### src/rtl/ahb_pkg.sv
// Shared AHB encodings and the default-slave state type used by the
// response-side mux and its built-in error slave.
package ahb_pkg;

   localparam logic [1:0] HTRANS_IDLE   = 2'b00;
   localparam logic [1:0] HTRANS_BUSY   = 2'b01;
   localparam logic [1:0] HTRANS_NONSEQ = 2'b10;
   localparam logic [1:0] HTRANS_SEQ    = 2'b11;

   localparam logic HRESP_OKAY  = 1'b0;
   localparam logic HRESP_ERROR = 1'b1;

   typedef enum logic [1:0] {
      DS_IDLE = 2'b00,
      DS_ERR1 = 2'b01,
      DS_ERR2 = 2'b10
   } ds_state_t;

endpackage

### src/rtl/ahb_default_slave.sv
// Built-in default slave: answers active transfers to disabled regions with
// the two-cycle AHB ERROR response (wait+ERROR, then ready+ERROR).
module ahb_default_slave
   import ahb_pkg::*;
(
   input  logic       hclk,
   input  logic       hresetn,
   input  logic       hready,
   input  logic [1:0] htrans,
   input  logic       unmapped,
   output logic       ds_hready,
   output logic       ds_hresp,
   output ds_state_t  ds_state
);

   ds_state_t state, state_next;
   logic      accept_err;

   // An unmapped NONSEQ/SEQ is accepted only when the bus is ready.
   assign accept_err = hready && htrans[1] && unmapped;

   always_ff @(posedge hclk or negedge hresetn) begin
      if (!hresetn) state <= DS_IDLE;
      else          state <= state_next;
   end

   always_comb begin
      state_next = state;
      ds_hready  = 1'b1;
      ds_hresp   = HRESP_OKAY;
      case (state)
         DS_IDLE: begin
            if (accept_err) state_next = DS_ERR1;
         end
         DS_ERR1: begin
            ds_hready  = 1'b0;
            ds_hresp   = HRESP_ERROR;
            state_next = DS_ERR2;
         end
         DS_ERR2: begin
            ds_hresp   = HRESP_ERROR;
            state_next = accept_err ? DS_ERR1 : DS_IDLE;
         end
         default: state_next = DS_IDLE;
      endcase
   end

   assign ds_state = state;

endmodule

### src/rtl/ahb_slave_mux.sv
// Response-side AHB mux: registers the decoder region in the address phase and
// steers the selected slave (or the default slave) back to the master.
module ahb_slave_mux
   import ahb_pkg::*;
#(
   parameter logic [3:0] REGION_EN = 4'b1111,
   parameter int         DW        = 32
) (
   input  logic          hclk,
   input  logic          hresetn,
   input  logic [1:0]    sel,
   input  logic          hsel_1,
   input  logic          hsel_2,
   input  logic          hsel_3,
   input  logic          hsel_4,
   input  logic [1:0]    htrans,
   output logic          hsel_1_o,
   output logic          hsel_2_o,
   output logic          hsel_3_o,
   output logic          hsel_4_o,
   input  logic [DW-1:0] hrdata_1,
   input  logic [DW-1:0] hrdata_2,
   input  logic [DW-1:0] hrdata_3,
   input  logic [DW-1:0] hrdata_4,
   input  logic          hreadyout_1,
   input  logic          hreadyout_2,
   input  logic          hreadyout_3,
   input  logic          hreadyout_4,
   input  logic          hresp_1,
   input  logic          hresp_2,
   input  logic          hresp_3,
   input  logic          hresp_4,
   output logic [DW-1:0] hrdata,
   output logic          hready,
   output logic          hresp
);

   logic [1:0]    dsel;
   logic          dact;
   logic          ds_hready, ds_hresp;
   ds_state_t     ds_state;
   logic [DW-1:0] rdata_a [4];
   logic [3:0]    rdy_a, resp_a;

   assign hsel_1_o = hsel_1 & REGION_EN[0];
   assign hsel_2_o = hsel_2 & REGION_EN[1];
   assign hsel_3_o = hsel_3 & REGION_EN[2];
   assign hsel_4_o = hsel_4 & REGION_EN[3];

   assign rdata_a[0] = hrdata_1;
   assign rdata_a[1] = hrdata_2;
   assign rdata_a[2] = hrdata_3;
   assign rdata_a[3] = hrdata_4;
   assign rdy_a      = {hreadyout_4, hreadyout_3, hreadyout_2, hreadyout_1};
   assign resp_a     = {hresp_4, hresp_3, hresp_2, hresp_1};

   always_ff @(posedge hclk or negedge hresetn) begin
      if (!hresetn) begin
         dsel <= 2'b00;
         dact <= 1'b0;
      end else if (hready) begin
         dsel <= sel;
         dact <= htrans[1];
      end
   end

   ahb_default_slave u_default_slave (
      .hclk      (hclk),
      .hresetn   (hresetn),
      .hready    (hready),
      .htrans    (htrans),
      .unmapped  (!REGION_EN[sel]),
      .ds_hready (ds_hready),
      .ds_hresp  (ds_hresp),
      .ds_state  (ds_state)
   );

   // Only registered state feeds hready, so the hready->capture loop is broken.
   always_comb begin
      hrdata = '0;
      hready = ds_hready;
      hresp  = ds_hresp;
      if (REGION_EN[dsel]) begin
         hrdata = rdata_a[dsel];
         hready = rdy_a[dsel];
         hresp  = resp_a[dsel];
      end
      if (!hresetn) begin
         hready = 1'b1;
         hresp  = HRESP_OKAY;
      end
   end

   // The first error cycle can only follow an accepted active unmapped transfer.
   err1_origin: assert property (@(posedge hclk) disable iff (!hresetn)
      (ds_state == DS_ERR1) |-> (dact && !REGION_EN[dsel]));

endmodule

### config.mk
export PLATFORM = sky130hd
export DESIGN_NAME = ahb_slave_mux
export DESIGN_NICKNAME = d
export VERILOG_FILES = /design/src/rtl/ahb_pkg.sv /design/src/rtl/ahb_default_slave.sv /design/src/rtl/ahb_slave_mux.sv
export SDC_FILE = /design/constraint.sdc
export NUM_CORES = 1
export LEC_CHECK = 0
export CORE_MARGIN = 1.5
export CORE_UTILIZATION = 18
export DETAILED_ROUTE_END_ITERATION = 10
export PLACE_DENSITY = 0.77
export SKIP_LAST_GASP = 1
export SLEW_MARGIN = 0
export SYNTH_ARGS = -nofsm -noshare
export SYNTH_HDL_FRONTEND = slang
export SYNTH_HIERARCHICAL = 1
export SYNTH_SLANG_ARGS = --single-unit
### constraint.sdc
create_clock -name hclk -period 1.6 [get_ports hclk]
set_clock_uncertainty 0.15 [all_clocks]
set_input_delay 0.32 -clock hclk [delete_from_list [all_inputs] [get_ports hclk]]
set_output_delay 0.32 -clock hclk [all_outputs]
set_load 0.02 [all_outputs]
==> results.py <==
metrics = {
    "cts": {
        "clock_path_buffers": 2,
        "clk_latency_ns": 0.22,
        "clock-root-buffer": "clkbuf_8",
        "cts.htree.levels": 1,
        "clock_sinks": 2,
        "cts_made_buffers": 3,
        "cts_tree": "done",
        "clk_pin_slew_ns": 0.03,
        "holdBufCountCts": 0,
    },
    "timing": {
        "timing.hold.ws_ns": 0.341,
        "drv_slew": 0,
        "finalWorstSetupSlack_ns": -0.427,
        "rsz0062_at_grt": "yes",
        "fin_crit_ns": 2.03,
        "worstMarginPinSlew_ns": 0.312,
        "finalSetupTns_ns": -13.34,
        "timing.fmax_mhz": 493,
        "slew_headroom": 0.792,
        "setup_violations": 34,
        "post-route-period-util": 1.27,
        "hold_viol": 0,
    },
    "worst_setup_path": {
        "path_cells": "buf_12 > buf_6 > mux4_2 > buf_2",
        "path_depth": 4,
        "cp_data_arrival_time_ns": 1.56,
        "max_stage_delay_ns": 0.50,
        "endpoint_kind": "output pin",
        "critPathSlowestCell": "mux4_2",
        "startpoint_type": "register",
        "r2r_setup_slack_ns": 0.06,
        "crit_buf_inv": 3,
        "r2r_cells": 6,
        "crit_path_max_fanout": 5,
        "cp_top_family": "multiplexers",
        "worst_ep_required_time_ns": 1.13,
        "crit_type": "reg -> out",
    },
    "global_routing": {
        "first_global_vias": 1626,
        "grt_use_total": 0.180,
        "antenna_found_initial": 0,
        "grt_max_degree": 25,
        "grt_pass1_wl_mm": 8.29,
        "grt_overflow": 0,
    },
    "final_layout": {
        "utilization": 0.582,
        "largest_registers": "dsel x2",
        "antenna_cells": 0,
        "mostFrequentLayoutCells": "clkdlybuf4s50_1 (139), mux4_2 (33), buf_6 (32)",
        "largest_reg_flops": 2,
        "fin_nets": 390,
        "syn2layout_area_growth_pct": 207,
        "drive_gt1_frac": 0.374,
        "top_register": "dsel",
        "layout_commonest_cell": "clkdlybuf4s50_1",
    },
    "status": {
        "violations": "negative setup slack",
        "status": "finished, violations left",
    },
    "placed_design": {
        "place.gp.congestion": 0.795,
        "dp.final_hpwl_mm": 4.53,
        "port_buffers": 173,
    },
    "yosys": {
        "seq_area_frac_synth": 0.0510,
        "synth_fp_nets": 209,
        "synth_top_area_cell": "mux4_2",
        "yosysTopAreaCellShare": 0.758,
        "ys_warn_count": 6,
        "ys_types": 14,
        "syn-mean-instance-area_um2": 15.6,
        "synth_seq_cells": 2,
        "synthesis.area_um2": 981,
        "synth_cells": 63,
        "synth.area.top_cells": "mux4_2 (76%), dfrtp_1 (5.1%), buf_4 (3.8%), buf_2 (2.6%), buf_6 (2.3%)",
    },
    "detailed_routing": {
        "drc": 0,
        "wl_mm": 5.43,
        "viasPerCell": 4.58,
        "drt_iter0_markers": 16,
        "route.met3.wl_um": 474,
        "vias": 1432,
        "wl_per_cell_um": 17.4,
        "top_layer": "met4",
        "ant_nets": 0,
        "dr.pass1.iters": 4,
        "wirelength_met1_mm": 1.81,
        "wl_met2_mm": 3.02,
    },
    "worst_hold_path": {
        "hold_path_class": "in -> async",
    },
    "power": {
        "finalPower_uw": 1750,
        "power.density_mw_per_mm2": 583,
        "vdd_drop_max_uv": 434,
        "p_leak_uw": 0.00118,
    },
    "floorplan": {
        "fp.dieArea_mm2": 0.00590,
        "rows": 26,
        "die_w_um": 76.8,
        "ios": 184,
        "fp.dieH_um": 76.8,
        "start_util": 0.190,
        "coreArea_mm2": 0.00517,
    },
    "run": {
        "maxCapViolations": 0,
    },
}
## cells in the mapped netlist
cell type  instances
nand2_1            2
a32oi_1            1
o21ai_0            3
buf_4              5
buf_2              5
dfrtp_1            2
inv_1              1
mux4_2            33
and2_1             2
mux2_2             2
buf_6              2
mux2i_1            2
nor2_1             2
a21oi_1            1
## layer usage
metal  GRT usage  vias to the layer above
met3      0.0476                       14
met1       0.180                      673
met5           0                        -
met4      0.0630                        0
met2       0.350                      100
li1            -                      645
## timing repair
action	4_1_cts	5_1_grt
pin swaps	0	1
setup buffers	3	2
endpoints found under the setup margin	34	34
cloned	2	2
gates resized for setup	160	54
## area by class of cell
cell class	count	area, um^2
Fill cell	443	2160
Inverter	1	3.75
Sequential cell	2	51.3
Clock buffer	4	45.0
Timing Repair Buffer	188	1970
Tap cell	70	87.6
Multi-Input combinational cell	48	851
## path summary, 6_finish.rpt
check                       endpoint  startpoint
max                        hrdata[7]     dsel[0]
min in group hclk           hsel_3_o      hsel_3
max in group asynchronous    dsel[0]     hresetn
min                          dsel[0]     hresetn
max reg2reg                  dsel[1]     dsel[0]
min reg2reg                  dsel[1]     dsel[1]
## power by group
part           switching, uW  internal [uW]
sequential              6.20           58.2
combinational            532            944
clock                   44.1            169
## per-stage QoR
step | worst slack [ns] | instances | instance area (um^2)
floorplan | -0.120 | 63 | 992
global placement | -0.706 | 303 | 2810
detailed placement | -0.712 | 303 | 2810
CTS | -0.459 | 312 | 2840
global route | -0.478 | 313 | 3010
finish | -0.427 | 313 | 3010
## cell families (layout without fill, tap and decap cells)
| kind of cell | count (synthesis) | after routing | share of synthesized area |
|---|---|---|---|
| AND/OR/NAND/NOR | 6 | 6 | 0.0281 |
| multiplexers | 37 | 37 | 0.801 |
| buffers and inverters | 13 | 193 | 0.0906 |
| AO/OA/AOI/OAI | 5 | 5 | 0.0293 |
| flip-flops | 2 | 2 | 0.0510 |
Power figures use the tool's default switching activity.
